### src/rtl/uart_result_serializer.sv
// Splits a captured ALU result into DATA_BITS-wide bytes, LSB first, for the UART transmitter.
// Optional trailing XOR checksum byte when RESULT_SERIALIZER_CHECKSUM_EN is defined.
module uart_result_serializer #(
  parameter int NB_RESULT = 16,
  parameter int DATA_BITS = 8
) (
  input  logic                 i_clk,
  input  logic                 i_reset,
  input  logic                 i_start,
  input  logic [NB_RESULT-1:0] i_result,
  input  logic                 i_tx_busy,
  input  logic                 i_tx_done,
  output logic                 o_tx_start,
  output logic [DATA_BITS-1:0] o_tx_data,
  output logic                 o_busy,
  output logic                 o_done,
  output logic                 o_dropped
);
  localparam int NUM_BYTES = NB_RESULT / DATA_BITS;
  localparam int IDX_W     = $clog2(NUM_BYTES + 1);
`ifdef RESULT_SERIALIZER_CHECKSUM_EN
  localparam logic [IDX_W-1:0] LAST_IDX = IDX_W'(NUM_BYTES);

  function automatic logic [DATA_BITS-1:0] xor_bytes(input logic [NB_RESULT-1:0] v);
    logic [DATA_BITS-1:0] acc;
    acc = '0;
    for (int b = 0; b < NUM_BYTES; b++) acc = acc ^ v[b*DATA_BITS +: DATA_BITS];
    return acc;
  endfunction
`else
  localparam logic [IDX_W-1:0] LAST_IDX = IDX_W'(NUM_BYTES - 1);
`endif

  typedef enum logic [1:0] {ST_IDLE, ST_SEND, ST_WAIT_DONE} state_t;

  state_t               r_state, w_state_nx;
  logic [IDX_W-1:0]     r_index, w_index_nx;
  logic [NB_RESULT-1:0] r_shadow, w_shadow_nx;
  logic                 r_tx_start, w_tx_start_nx;
  logic [DATA_BITS-1:0] r_tx_data, w_tx_data_nx;
  logic                 r_done, w_done_nx;
  logic                 r_dropped, w_dropped_nx;
  logic [DATA_BITS-1:0] w_byte;

  // Byte currently addressed by the index; the slot past the data bytes is the checksum.
  always_comb begin
    w_byte = '0;
    for (int b = 0; b < NUM_BYTES; b++)
      if (r_index == IDX_W'(b)) w_byte = r_shadow[b*DATA_BITS +: DATA_BITS];
`ifdef RESULT_SERIALIZER_CHECKSUM_EN
    if (r_index == IDX_W'(NUM_BYTES)) w_byte = xor_bytes(r_shadow);
`endif
  end

  always_comb begin
    w_state_nx    = r_state;
    w_index_nx    = r_index;
    w_shadow_nx   = r_shadow;
    w_tx_start_nx = 1'b0;
    w_tx_data_nx  = r_tx_data;
    w_done_nx     = 1'b0;
    w_dropped_nx  = 1'b0;
    if (i_start && (r_state != ST_IDLE)) w_dropped_nx = 1'b1;
    case (r_state)
      ST_IDLE: begin
        if (i_start) begin
          w_shadow_nx = i_result;
          w_index_nx  = '0;
          w_state_nx  = ST_SEND;
        end
      end
      ST_SEND: begin
        if (!i_tx_busy) begin
          w_tx_start_nx = 1'b1;
          w_tx_data_nx  = w_byte;
          w_state_nx    = ST_WAIT_DONE;
        end
      end
      ST_WAIT_DONE: begin
        if (i_tx_done) begin
          if (r_index == LAST_IDX) begin
            w_state_nx = ST_IDLE;
            w_done_nx  = 1'b1;
          end else begin
            w_index_nx = r_index + IDX_W'(1);
            w_state_nx = ST_SEND;
          end
        end
      end
      default: w_state_nx = ST_IDLE;
    endcase
  end

  always_ff @(posedge i_clk) begin
    if (i_reset) begin
      r_state    <= ST_IDLE;
      r_index    <= '0;
      r_shadow   <= '0;
      r_tx_start <= 1'b0;
      r_tx_data  <= '0;
      r_done     <= 1'b0;
      r_dropped  <= 1'b0;
    end else begin
      r_state    <= w_state_nx;
      r_index    <= w_index_nx;
      r_shadow   <= w_shadow_nx;
      r_tx_start <= w_tx_start_nx;
      r_tx_data  <= w_tx_data_nx;
      r_done     <= w_done_nx;
      r_dropped  <= w_dropped_nx;
    end
  end

  assign o_tx_start = r_tx_start;
  assign o_tx_data  = r_tx_data;
  assign o_busy     = (r_state != ST_IDLE);
  assign o_done     = r_done;
  assign o_dropped  = r_dropped;
endmodule

### config.mk
export PLATFORM = sky130hd
export DESIGN_NAME = uart_result_serializer
export DESIGN_NICKNAME = d
export VERILOG_FILES = /design/src/rtl/uart_result_serializer.sv
export SDC_FILE = /design/constraint.sdc
export NUM_CORES = 1
export LEC_CHECK = 0
export ABC_AREA = 1
export CORE_MARGIN = 2
export CORE_UTILIZATION = 43
export DETAILED_ROUTE_END_ITERATION = 8
export PLACE_DENSITY = 0.8
export SLEW_MARGIN = 40
export SYNTH_ARGS = -nofsm -noshare
export SYNTH_HDL_FRONTEND = slang
export SYNTH_SLANG_ARGS = --single-unit
### constraint.sdc
create_clock -name i_clk -period 1.2 [get_ports i_clk]
set_input_delay 0.3 -clock i_clk [delete_from_list [all_inputs] [get_ports i_clk]]
set_output_delay 0.3 -clock i_clk [all_outputs]
set_load 0.05 [all_outputs]
-- After elaboration in Yosys (flattened, before gate mapping)
Cells that the tools add are included.
- output and inout bits: 12
- flip-flop bits (word level): 31
- logic and storage cells: 44
- bits of input ports: 21
- muxes and demuxes: 14
- bitwise gates (word level): 4
- reductions and logical operators: 11
- eq/ne operators: 7
- add/subtract/negate cells: 1
- operators by type and width (cell ; number):
    8-bit 2-to-1 mux ; 2
    2-bit 2-to-1 mux ; 6
    2-bit inequality test, second input constant ; 4
    2-bit case mux with 3 select lines ; 1
    2-bit by 1-bit equality test with 1-bit output, second input constant ; 2
    2-bit logical NOT ; 2
    1-bit 2-to-1 mux ; 4
    1-bit inverter ; 4
    2-bit case mux with 2 select lines ; 1
    2-bit AND reduction ; 2
    4-bit AND reduction ; 1
    2-bit nonzero test ; 2
    3-bit AND reduction ; 1
    3-bit OR reduction ; 1
    2-bit by 1-bit adder with 2-bit output, second input constant ; 1
    2-bit equality test, second input constant ; 1
    2-bit OR reduction ; 1
    1-bit logical AND ; 1

-- Logic depth before layout (Yosys ltp)
- depth in word-level cells: 4
- mapped depth: 8
- depth with buffers taken out: 7

-- Worst setup path after synthesis
Ideal clock, no wire load.
- path kind: reg2reg
- start: register r_index[1]
- end: register r_tx_data[6] (netlist: o_tx_data[6])
- cell stages (with the launch flop): 8
- path slack: 9 ps
- arrival: 1126 ps
- setup time: 65 ps
- cell sequence: dfxtp_1 inv_1 ha_1 buf_2 buf_2 nor3_1 nor2_1 nor2_1
- cells in the longest elaborated chain, start to end: 3
- elaborated cells between the ends (all ways): 4
- those cells by class: eq/ne: 1; mux: 2; reduce/logical: 1
- ends and longest elaborated chain (element ; line ; RTL):
    from (decl) ; 37 ; logic [IDX_W-1:0] r_index, w_index_nx;
    from (signal assigned) ; 105 ; r_index <= w_index_nx;
    2-bit logical NOT ; 49 ; if (r_index == IDX_W'(b)) w_byte = r_shadow[b*DATA_BITS +: DATA_BITS];
    8-bit 2-to-1 mux ; 49 ;
    8-bit 2-to-1 mux * ; 49 ;
    to (signal assigned) ; 108 ; r_tx_data <= w_tx_data_nx;
    to (decl) ; 40 ; logic [DATA_BITS-1:0] r_tx_data, w_tx_data_nx;
Mark *: on every way between the ends. The rest lies on a longest branch, timed or not.
A chain may end at the register's enable or synchronous reset.

-- Worst setup path after layout
- start: register r_state[1]
- end: output o_busy
- cells in the longest elaborated chain, start to end: 1
- ends and longest elaborated chain (element ; line ; RTL):
    from (decl) ; 36 ; state_t r_state, w_state_nx;
    from (signal assigned) ; 104 ; r_state <= w_state_nx;
    2-bit nonzero test ; 116 ; assign o_busy = (r_state != ST_IDLE);
    to (decl) ; 15 ; output logic o_busy,
Every way passes these cells.

==> results.sh <==
export IMPL_finalPower_mw=2.53
export IMPL_die_height_um=58.7
export IMPL_synth_fp_nets=196
export IMPL_die_area_sq_mm=0.00344
export IMPL_cts_sinks=31
export IMPL_yosysWarnings=0
export IMPL_ys_seq_area_share_pct=48.2
export IMPL_setup_viol=2
export IMPL_required_ns=0.90
export IMPL_cp_start_kind="flop"
export IMPL_ios=33
export IMPL_startpoint="r_state[1]$_SDFFE_PP0P_"
export IMPL_drtPass1Iterations=6
export IMPL_highest_layer="met4"
export IMPL_fmaxAchievable_ghz=0.773
export IMPL_r2r_start="r_state[1]$_SDFFE_PP0P_"
export IMPL_htreeDepth=2
export IMPL_end_kind="primary output"
export IMPL_fin_crit_ns=1.29
export IMPL_syn_area_sq_mm=0.00129
export IMPL_hold_viol_final=0
export IMPL_synth_top_cell_by_area="dfxtp_1"
export IMPL_vias=1248
export IMPL_dp_hpwl_um=1850
export IMPL_die_x_um=58.7
export IMPL_path_cells="nor2_4 -> inv_2 -> buf_12"
export IMPL_violations="DRC, setup timing"
export IMPL_num_fill_cells=222
export IMPL_crit_type="reg -> out"
export IMPL_worstPathArrival_ns=0.99
export IMPL_path_delay_family="flip-flops"
export IMPL_grt_usage_pct=17.1
export IMPL_relSlewSlack_pct=74.2
export IMPL_worst_skew_pair_late_latency_ns=0.33
export IMPL_cp_num_cells=3
export IMPL_io_buffer_count=32
export IMPL_synth_ff_latch_count=31
export IMPL_total_leakage_power_nw=0.815
export IMPL_core_sq_mm=0.00281
export IMPL_cts_buffers_inserted=5
export IMPL_vias_per_cell=5.03
export IMPL_grt_pass1_vias=1016
export IMPL_grt_pass1_wl_um=4330
export IMPL_finalSetupTns_ns=-0.0949
export IMPL_start_util_pct=45.9
export IMPL_synth_cell_types=19
export IMPL_drive_gt1_share_pct=27.2
export IMPL_synth_top_area_share_pct=48.2
export IMPL_antenna_found_initial=0
export IMPL_min_period_over_period_pct=108
export IMPL_grt_max_degree=26
export IMPL_worst_path_buf_inv=2
export IMPL_r2r_end="r_shadow[8]$_SDFFE_PP0P_"
export IMPL_finish_net_count=241
export IMPL_rows=19
export IMPL_power_density_mw_per_mm2=1310
export IMPL_grt_overflow=0
export IMPL_drt_iter0_markers=22
export IMPL_hp_class="in -> reg"
export IMPL_dr_wl_met3_um=194
export IMPL_worst_slack_ns=-0.0939
export IMPL_synthTopCellsByArea="dfxtp_1 48%, nor2_1 12%, nand2_1 6.4%"
export IMPL_met2_wirelength_um=1310
export IMPL_n_antenna_cell=0
export IMPL_cp_max_fo=3
export IMPL_peakVddDrop_v=0.000718
export IMPL_crit_path_top_delay_cell="dfxtp_2"
export IMPL_cts_tree="built"
export IMPL_cts_hold_buf=0
export IMPL_cts_root_buf="clkbuf_4"
export IMPL_wl_per_cell_um=11.7
export IMPL_clockBufferDepth=2
export IMPL_reg2regPathDepth=6
export IMPL_final_common_cell="nor2_1"
export IMPL_wirelength_um=2900
export IMPL_holdWs_ns=0.415
export IMPL_skew_ns=0.00653
export IMPL_wl_met1_um=1320
export IMPL_max_stage_delay_ns=0.35
export IMPL_route_detailed_drc=3
export IMPL_grt_setup_unrepaired="yes"
export IMPL_tightest_slew_ns=0.387
export IMPL_clk_pin_slew_worst_paths_ns=0.08
export IMPL_area_growth_pct=50.9
export IMPL_slew_viol_final=0
export IMPL_syn_inst=173
export IMPL_gp_congestion=0.816
export IMPL_synth_area_per_cell_sq_um=7.43
export IMPL_r2r_slack_ns=0
export IMPL_max_cap_viol_count=0
export IMPL_status="complete, but fails checks"
export IMPL_antenna_left=0
export IMPL_final_cell_mix="36 x nor2_1, 22 x nand2_1, 21 x dfxtp_1"
export IMPL_endpoint="o_busy"
-- worst min-delay path by stage --
stage / startpoint / endpoint / slack, ns / cells past startpoint
after floorplan: i_reset / r_state[0]$_SDFFE_PP0P_ / 0.37 / 1
after global placement: r_shadow[4]$_SDFFE_PP0P_ / r_shadow[4]$_SDFFE_PP0P_ / 0.44 / 2
after detailed placement: r_shadow[4]$_SDFFE_PP0P_ / r_shadow[4]$_SDFFE_PP0P_ / 0.45 / 2
after CTS: r_shadow[4]$_SDFFE_PP0P_ / r_shadow[4]$_SDFFE_PP0P_ / 0.46 / 2
after global routing: i_start / o_dropped$_SDFF_PP0_ / 0.45 / 3
final: i_start / o_dropped$_SDFF_PP0_ / 0.42 / 3
-- cell families (layout without fill, tap and decap cells) --
group | Yosys count | in the layout | synth area share [%]
buffers and inverters | 26 | 69 | 9.63
AO/OA/AOI/OAI | 35 | 35 | 13.6
AND/OR/NAND/NOR | 79 | 80 | 26.6
adder cells (fa/ha/maj) | 2 | 2 | 1.95
flip-flops | 31 | 31 | 48.2
-- what timing repair did --
action | in CTS | in global routing
cloned | 0 | 1
pin swaps | 1 | 3
endpoints found under the setup margin | 10 | 26
endpoints found under the hold margin | 0 | 0
buffers inserted | 2 | 1
resized for setup | 9 | 19
-- power by group --
part           switching (mW)  total (mW)  internal (mW)
registers              0.0684        1.21           1.14
clock network           0.325       0.532          0.208
logic                   0.436       0.796          0.360
total                   0.828        2.53           1.70
-- routing by layer --
layer | GRT usage [%] | vias up
li1 | - | 641
met1 | 21.7 | 564
met2 | 25.2 | 35
met3 | 5.05 | 8
met4 | 11.0 | 0
met5 | 0 | -
-- cells in the mapped netlist --
| library cell | count |
|---|---|
| nor2_2 | 1 |
| clkbuf_1 | 1 |
| nand2_4 | 1 |
| buf_6 | 3 |
| inv_1 | 17 |
| nor3_4 | 1 |
| nand2_2 | 1 |
| nor2_1 | 41 |
| inv_2 | 2 |
| buf_2 | 3 |
| dfxtp_1 | 31 |
| nand3_1 | 2 |
| ha_1 | 2 |
| nand2_1 | 22 |
| o21ai_0 | 16 |
| o21ai_1 | 8 |
| nor3_1 | 9 |
| a21oi_1 | 11 |
| nand3_2 | 1 |
-- tightest hold or removal path, cell delays in order --
cell and delay, ns:
dlymetal6s2s_1 0.24, inv_1 0.12, nor3_1 0.05
-- area by class of cell --
class,instances,area [sq um],share of cell area (%)
sequential,31,636,32.8
tap,31,38.8,2.00
clock buffer,6,41.3,2.13
inverter,19,75.1,3.87
multi-input combinational,117,601,30.9
timing repair buffer,44,549,28.3
-- per-stage QoR --
stage	util, %	instance area [sq um]	setup slack (ns)	instances
after floorplan	-	1290	0.00870	173
after global placement	63.9	1790	-0.274	238
after detailed placement	63.9	1790	-0.279	238
after CTS	66.9	1880	-0.0878	246
after global routing	69.2	1940	-0.143	248
final	69.2	1940	-0.0939	248
-- registers in the layout, indices dropped and copies added (netlist names) --
name,count
r_index,2
o_tx_start,1
o_tx_data,8
r_state,2
o_done,1
r_shadow,16
o_dropped,1
No activity file was read; power rests on OpenSTA's default activity.
